<file path="config.mk">
export PLATFORM = sky130hd
export DESIGN_NAME = muldiv_unit
export DESIGN_NICKNAME = d
export VERILOG_FILES = /design/src/rtl/muldiv_unit.sv
export SDC_FILE = /design/constraint.sdc
export NUM_CORES = 1
export LEC_CHECK = 0
export CELL_PAD_IN_SITES_DETAIL_PLACEMENT = 0
export CELL_PAD_IN_SITES_GLOBAL_PLACEMENT = 1
export CORE_MARGIN = 1
export CORE_UTILIZATION = 54
export CTS_BUF_LIST = sky130_fd_sc_hd__clkbuf_8
export DETAILED_ROUTE_END_ITERATION = 16
export DONT_BUFFER_PORTS = 1
export GPL_TIMING_DRIVEN = 0
export PLACE_DENSITY = 0.95
export SYNTH_ARGS = -nofsm -noshare
export SYNTH_HDL_FRONTEND = slang
export SYNTH_SLANG_ARGS = --single-unit
</file>
<file path="constraint.sdc">
create_clock -name clk -period 6.9 [get_ports clk]
set_clock_uncertainty 0.15 [all_clocks]
set_input_delay 0.69 -clock clk [delete_from_list [all_inputs] [get_ports clk]]
set_output_delay 0.69 -clock clk [all_outputs]
set_load 0.03 [all_outputs]
</file>
<file path="src/rtl/muldiv_unit.sv">
// Iterative RV32M multiply/divide unit: shift-add multiply and restoring divide on
// operand magnitudes, one bit per cycle, with divide-by-zero and overflow resolved early.
module muldiv_unit #(
   parameter int DATA_W = 32
) (
   input  logic              clk,
   input  logic              rst,
   input  logic              start,
   input  logic              abort,
   input  logic [2:0]        op,
   input  logic [DATA_W-1:0] A,
   input  logic [DATA_W-1:0] B,
   output logic              busy,
   output logic              done,
   output logic [DATA_W-1:0] result
);

   localparam int CNT_W = $clog2(DATA_W + 1);

   typedef enum logic [1:0] {IDLE, CALC, FINISH} state_t;

   state_t                  state_q, state_d;
   logic [2:0]              op_q, op_d;
   logic [DATA_W-1:0]       opnd_q, opnd_d;
   logic [2*DATA_W-1:0]     acc_q, acc_d;
   logic                    neg_q, neg_d;
   logic [CNT_W-1:0]        cnt_q, cnt_d;
   logic                    done_q, done_d;
   logic [DATA_W-1:0]       result_q, result_d;

   function automatic logic [DATA_W-1:0] cond_neg(input logic [DATA_W-1:0] v, input logic s);
      return s ? (~v + 1'b1) : v;
   endfunction

   // Operand signedness: MUL/MULH/DIV/REM both signed, MULHSU only rs1.
   logic              sa, sb, a_neg, b_neg, div_zero, div_ovf;
   logic [DATA_W-1:0] a_abs, b_abs;

   assign sa       = op[2] ? ~op[0] : (op != 3'b011);
   assign sb       = op[2] ? ~op[0] : (op[2:1] == 2'b00);
   assign a_neg    = sa & A[DATA_W-1];
   assign b_neg    = sb & B[DATA_W-1];
   assign a_abs    = cond_neg(A, a_neg);
   assign b_abs    = cond_neg(B, b_neg);
   assign div_zero = op[2] & (B == '0);
   assign div_ovf  = op[2] & ~op[0] & (A == {1'b1, {(DATA_W-1){1'b0}}}) & (B == '1);

   // acc holds {partial product high, multiplier} or {partial remainder, dividend/quotient}.
   logic [DATA_W:0]     mul_sum;
   logic [DATA_W:0]     div_part;
   logic                div_ok;
   logic [DATA_W-1:0]   div_diff, div_rem;
   logic [2*DATA_W-1:0] prod_s;
   logic [DATA_W-1:0]   res_fin;

   assign mul_sum  = {1'b0, acc_q[2*DATA_W-1:DATA_W]} + {1'b0, (acc_q[0] ? opnd_q : '0)};
   assign div_part = acc_q[2*DATA_W-1:DATA_W-1];
   assign div_ok   = (div_part >= {1'b0, opnd_q});
   assign div_diff = div_part[DATA_W-1:0] - opnd_q;
   assign div_rem  = div_ok ? div_diff : div_part[DATA_W-1:0];
   assign prod_s   = neg_q ? (~acc_q + 1'b1) : acc_q;

   always_comb begin
      res_fin = '0;
      if (op_q[2]) begin
         res_fin = op_q[1] ? cond_neg(acc_q[2*DATA_W-1:DATA_W], neg_q)
                           : cond_neg(acc_q[DATA_W-1:0], neg_q);
      end else begin
         res_fin = (op_q[1:0] == 2'b00) ? prod_s[DATA_W-1:0] : prod_s[2*DATA_W-1:DATA_W];
      end
   end

   always_comb begin
      state_d  = state_q;
      op_d     = op_q;
      opnd_d   = opnd_q;
      acc_d    = acc_q;
      neg_d    = neg_q;
      cnt_d    = cnt_q;
      done_d   = 1'b0;
      result_d = result_q;
      case (state_q)
         IDLE: begin
            if (start) begin
               op_d = op;
               if (div_zero) begin
                  acc_d   = {A, {DATA_W{1'b1}}};
                  neg_d   = 1'b0;
                  state_d = FINISH;
               end else if (div_ovf) begin
                  acc_d   = {{DATA_W{1'b0}}, A};
                  neg_d   = 1'b0;
                  state_d = FINISH;
               end else begin
                  // Remainder follows the dividend's sign; everything else the xor.
                  neg_d   = (op == 3'b110) ? a_neg : (a_neg ^ b_neg);
                  opnd_d  = op[2] ? b_abs : a_abs;
                  acc_d   = {{DATA_W{1'b0}}, (op[2] ? a_abs : b_abs)};
                  cnt_d   = CNT_W'(DATA_W);
                  state_d = CALC;
               end
            end
         end
         CALC: begin
            if (abort) begin
               state_d = IDLE;
            end else begin
               if (op_q[2]) acc_d = {div_rem, acc_q[DATA_W-2:0], div_ok};
               else         acc_d = {mul_sum, acc_q[DATA_W-1:1]};
               cnt_d = cnt_q - 1'b1;
               if (cnt_q == CNT_W'(1)) state_d = FINISH;
            end
         end
         FINISH: begin
            state_d = IDLE;
            if (!abort) begin
               result_d = res_fin;
               done_d   = 1'b1;
            end
         end
         default: state_d = IDLE;
      endcase
   end

   always_ff @(posedge clk or posedge rst) begin
      if (rst) begin
         state_q  <= IDLE;
         op_q     <= '0;
         opnd_q   <= '0;
         acc_q    <= '0;
         neg_q    <= 1'b0;
         cnt_q    <= '0;
         done_q   <= 1'b0;
         result_q <= '0;
      end else begin
         state_q  <= state_d;
         op_q     <= op_d;
         opnd_q   <= opnd_d;
         acc_q    <= acc_d;
         neg_q    <= neg_d;
         cnt_q    <= cnt_d;
         done_q   <= done_d;
         result_q <= result_d;
      end
   end

   assign busy   = (state_q != IDLE);
   assign done   = done_q;
   assign result = result_q;

endmodule

</file>
==> impl_metrics.py <==
metrics = {
    "timing": {
        "setup_viol": 0,
        "hold_viol": 0,
        "final.setup.worst_slack_ns": 1.85,
        "fin_tns_setup_ns": 0,
        "timing.hold.ws_ns": 0.213,
        "period_minus_slack_ns": 5.05,
        "slew_headroom": 0.219,
        "tightestPinTransition_ns": 1.17,
        "drv_slew": 0,
        "period_share": 0.731,
        "rsz0062_at_grt": "no",
        "fmax_mhz": 198,
    },
    "die": {
        "rows": 61,
        "placeableCoreArea_um2": 27900,
        "fp.dieH_um": 171,
        "die_x_um": 171,
        "ioPinCount": 105,
        "die-area_um2": 29200,
        "floorplan.initialDensity": 0.551,
    },
    "global_route": {
        "grt_util_all_layers": 0.481,
        "grt_util_met3": 0.196,
        "grt_pass1_wl_mm": 103,
        "antenna_found_initial": 1,
        "met1_usage": 0.595,
        "grt_max_degree": 97,
        "grt_pass1_vias": 16600,
        "overflow": 0,
        "grt_busiest_layer": "met2",
        "grt_use_met2": 0.693,
    },
    "yosys": {
        "synth.largest_area_cell": "dfrtp_1",
        "synth_adder_area_share": 0.0603,
        "synthDistinctLibCells": 77,
        "synth_compound_area_frac": 0.286,
        "synth_top_area_frac": 0.229,
        "ys_seq_area_frac": 0.229,
        "syn-num-nets": 2238,
        "synth_top_family_by_area": "compound AO/OA/AOI/OAI gates",
        "yosys.area_share.simple": 0.213,
        "ys_ff_latch": 141,
        "muxShareOfSynthArea": 0.0419,
        "synth_area_um2": 15400,
        "synth_cells": 2094,
        "synth_xor_area_frac": 0.114,
        "synth.avg_cell_area_um2": 7.36,
        "synth-edff-count": 0,
        "synth-async-reset-ratio": 1.00,
        "synthFlopType": "dfrtp_1",
        "yosys_warnings": 0,
        "synth_area_leaders": "dfrtp_1 23%, o21ai_0 6.7%, nand2_1 6.3%",
    },
    "power_and_ir_drop": {
        "p_total_mw": 8.36,
        "pwr-share-clk": 0.086,
        "netSwitchingPower_mw": 4.91,
        "p_per_area_nw_per_um2": 512,
        "switching_share": 0.588,
        "peakVddDrop_uv": 208,
        "power_frac_seq": 0.195,
        "combPwrFrac": 0.719,
        "intPower_mw": 3.44,
        "p_leak_nw": 6.47,
    },
    "routing": {
        "initialDrtViolationCount": 2525,
        "ant_nets": 0,
        "wirelength_mm": 69.5,
        "wire_per_inst_um": 27.7,
        "vias": 17700,
        "drc": 0,
        "viasPerCell": 7.07,
        "drt_pass1_iterations": 8,
    },
    "layout": {
        "n_fill_cell": 2759,
        "fin_util": 0.584,
        "syn_to_final_growth_pct": 5.90,
        "drive_gt1_frac": 0.0381,
        "nNetsFinal": 2259,
    },
    "critical_path": {
        "path_buf_inv": 2,
        "startpoint_type": "flip-flop",
        "timing.critical_path.mode_cell": "a21oi_1",
        "path_cells": "inv_1, ha_1, a21oi_1, o21ai_0, a21oi_1, a21boi_0, a211oi_1, nor2_1, clkbuf_1, nand2_1, a311oi_1",
        "cp.arrival_ns": 5.31,
        "cp.required_ns": 7.16,
        "endpoint_kind": "flip-flop",
        "critical_path.max_fanout": 10,
        "crit_type": "reg2reg",
        "critical_path.slowest_cell": "nor2_1",
        "crit_family": "compound AO/OA/AOI/OAI gates",
        "cpPeakStageDelay_ns": 0.99,
    },
    "clocking": {
        "cts_buffer_depth": 2,
        "htree_levels": 4,
        "cts_tree": "done",
        "clk_pin_slew_worst_paths_ns": 0.10,
        "cts_made_buffers": 17,
        "cts_setup_buffers": 0,
        "ctsResizeCount": 0,
        "worstSkewPairLatency_ns": 0.50,
        "cts_root_buf": "clkbuf_8",
        "cts.sinks": 141,
    },
    "flow_run": {
        "drv_cap": 0,
    },
    "placement": {
        "hpwl_mm": 54.7,
        "gp_congestion": 1.08,
        "place_ws_ns": 2.27,
        "io_buffers": 0,
    },
    "status": {
        "status": "complete, no violations",
    },
    "hold_path": {
        "hold_path.class": "in2reg",
    },
}
## worst register-to-register path, delay by kind of cell, from the launching register on
family                   cells  cell delay, ns
AO/OA/AOI/OAI                6            2.08
adder cells (fa/ha/maj)      1            0.39
buffers and inverters        2            0.73
flip-flops                   1            0.50
AND/OR/NAND/NOR              2            1.10
## final cells by class
class | count | area, µm² | area share
tap | 378 | 473 | 0.0290
antenna | 1 | 2.50 | 0.000153
sequential | 141 | 3530 | 0.216
inverter | 72 | 275 | 0.0169
multi-input combinational | 1731 | 11000 | 0.675
buffer | 150 | 586 | 0.0359
timing repair buffer | 2 | 37.5 | 0.00230
clock buffer | 19 | 262 | 0.0160
clock inverter | 13 | 130 | 0.00798
## flip-flops by register name (all words and copies together) (netlist names)
name and flops:
neg_q 1, state_q 2, op_q 3, acc_q 64
done 1, cnt_q 6, result 32, opnd_q 32
## cells by family (layout without fill, tap and decap cells)
| logic type | count (synthesis) | in the layout |
|---|---|---|
| AO/OA/AOI/OAI | 694 | 694 |
| XOR/XNOR | 200 | 200 |
| adder cells (fa/ha/maj) | 73 | 73 |
| buffers and inverters | 222 | 256 |
| flip-flops | 141 | 141 |
| multiplexers | 61 | 61 |
| other | 0 | 1 |
| AND/OR/NAND/NOR | 703 | 703 |
## metrics by stage
stage / std cells / instance area, µm²
after floorplan: 2094 / 15400
after global placement: 2472 / 15900
after detailed placement: 2473 / 15900
after CTS: 2506 / 16300
after global routing: 2506 / 16300
final: 2507 / 16300
## power by group through the flow
stage	clock network, mW	logic (mW)	registers [mW]
6_report	0.715	6.01	1.63
5_1_grt	0.731	6.40	1.66
4_1_cts	0.695	5.71	1.60
3_5_place_dp	0	5.67	1.62
3_3_place_gp	0	5.62	1.61
2_1_floorplan	0	4.02	1.45
## worst paths after layout
check,start,endpoint,slack [ns],cells past startpoint
setup / recovery,opnd_q[24],acc_q[63],1.85,11
hold / removal,op[1],op_q[1],0.21,2
setup reg to reg,opnd_q[24],acc_q[63],1.85,11
hold reg to reg,opnd_q[3],opnd_q[3],0.33,2
max in group asynchronous,rst,opnd_q[17],5.11,3
min in group asynchronous,rst,result[7],0.57,2
## metal layers
metal / part of all wire / vias to the layer above
li1: - / 7684
met1: 0.37 / 8360
met2: 0.41 / 1371
met3: 0.15 / 308
met4: 0.073 / 2
met5: 0.00019 / -
## Yosys cell counts (all sizes together) (26+ instances only)
master and n:
nor3 40, dfrtp 141, a211oi 42, a21oi 161
nand3 54, nand4 26, nand2 259, ha 71
xnor2 98, mux2i 42, a31oi 31, inv 69
nor2 181, o31ai 44, xor2 102, o21ai 208
clkbuf 127
## cells in the final DEF (no fill, tap or decap), types with 13 or more instances in the layout
cell type,netlist,final
a21oi_1,161,161
o22ai_1,17,17
o31ai_1,44,44
buf_1,16,16
and3_1,13,13
inv_1,69,68
xor2_1,102,102
o41ai_1,21,21
nor4_1,19,19
xnor2_1,98,98
a211oi_1,42,42
a21o_1,25,25
clkbuf_8,0,19
a221oi_1,16,16
and2_1,20,20
nand2_1,259,259
or4_1,15,15
clkbuf_1,126,126
a31oi_1,31,31
nand3_1,54,54
ha_1,71,71
mux2i_1,42,42
nor3_1,40,40
nor2_1,181,181
o21ai_0,207,207
o211ai_1,24,24
or3_1,20,20
mux2_2,18,18
dfrtp_1,141,141
nand4_1,26,26
## repair_timing
item / CTS / global route
endpoints found under the setup margin: 0 / 0
hold buffers: 1 / 0
hold endpoints to repair: 45 / 0
Power figures use the tool's default switching activity.
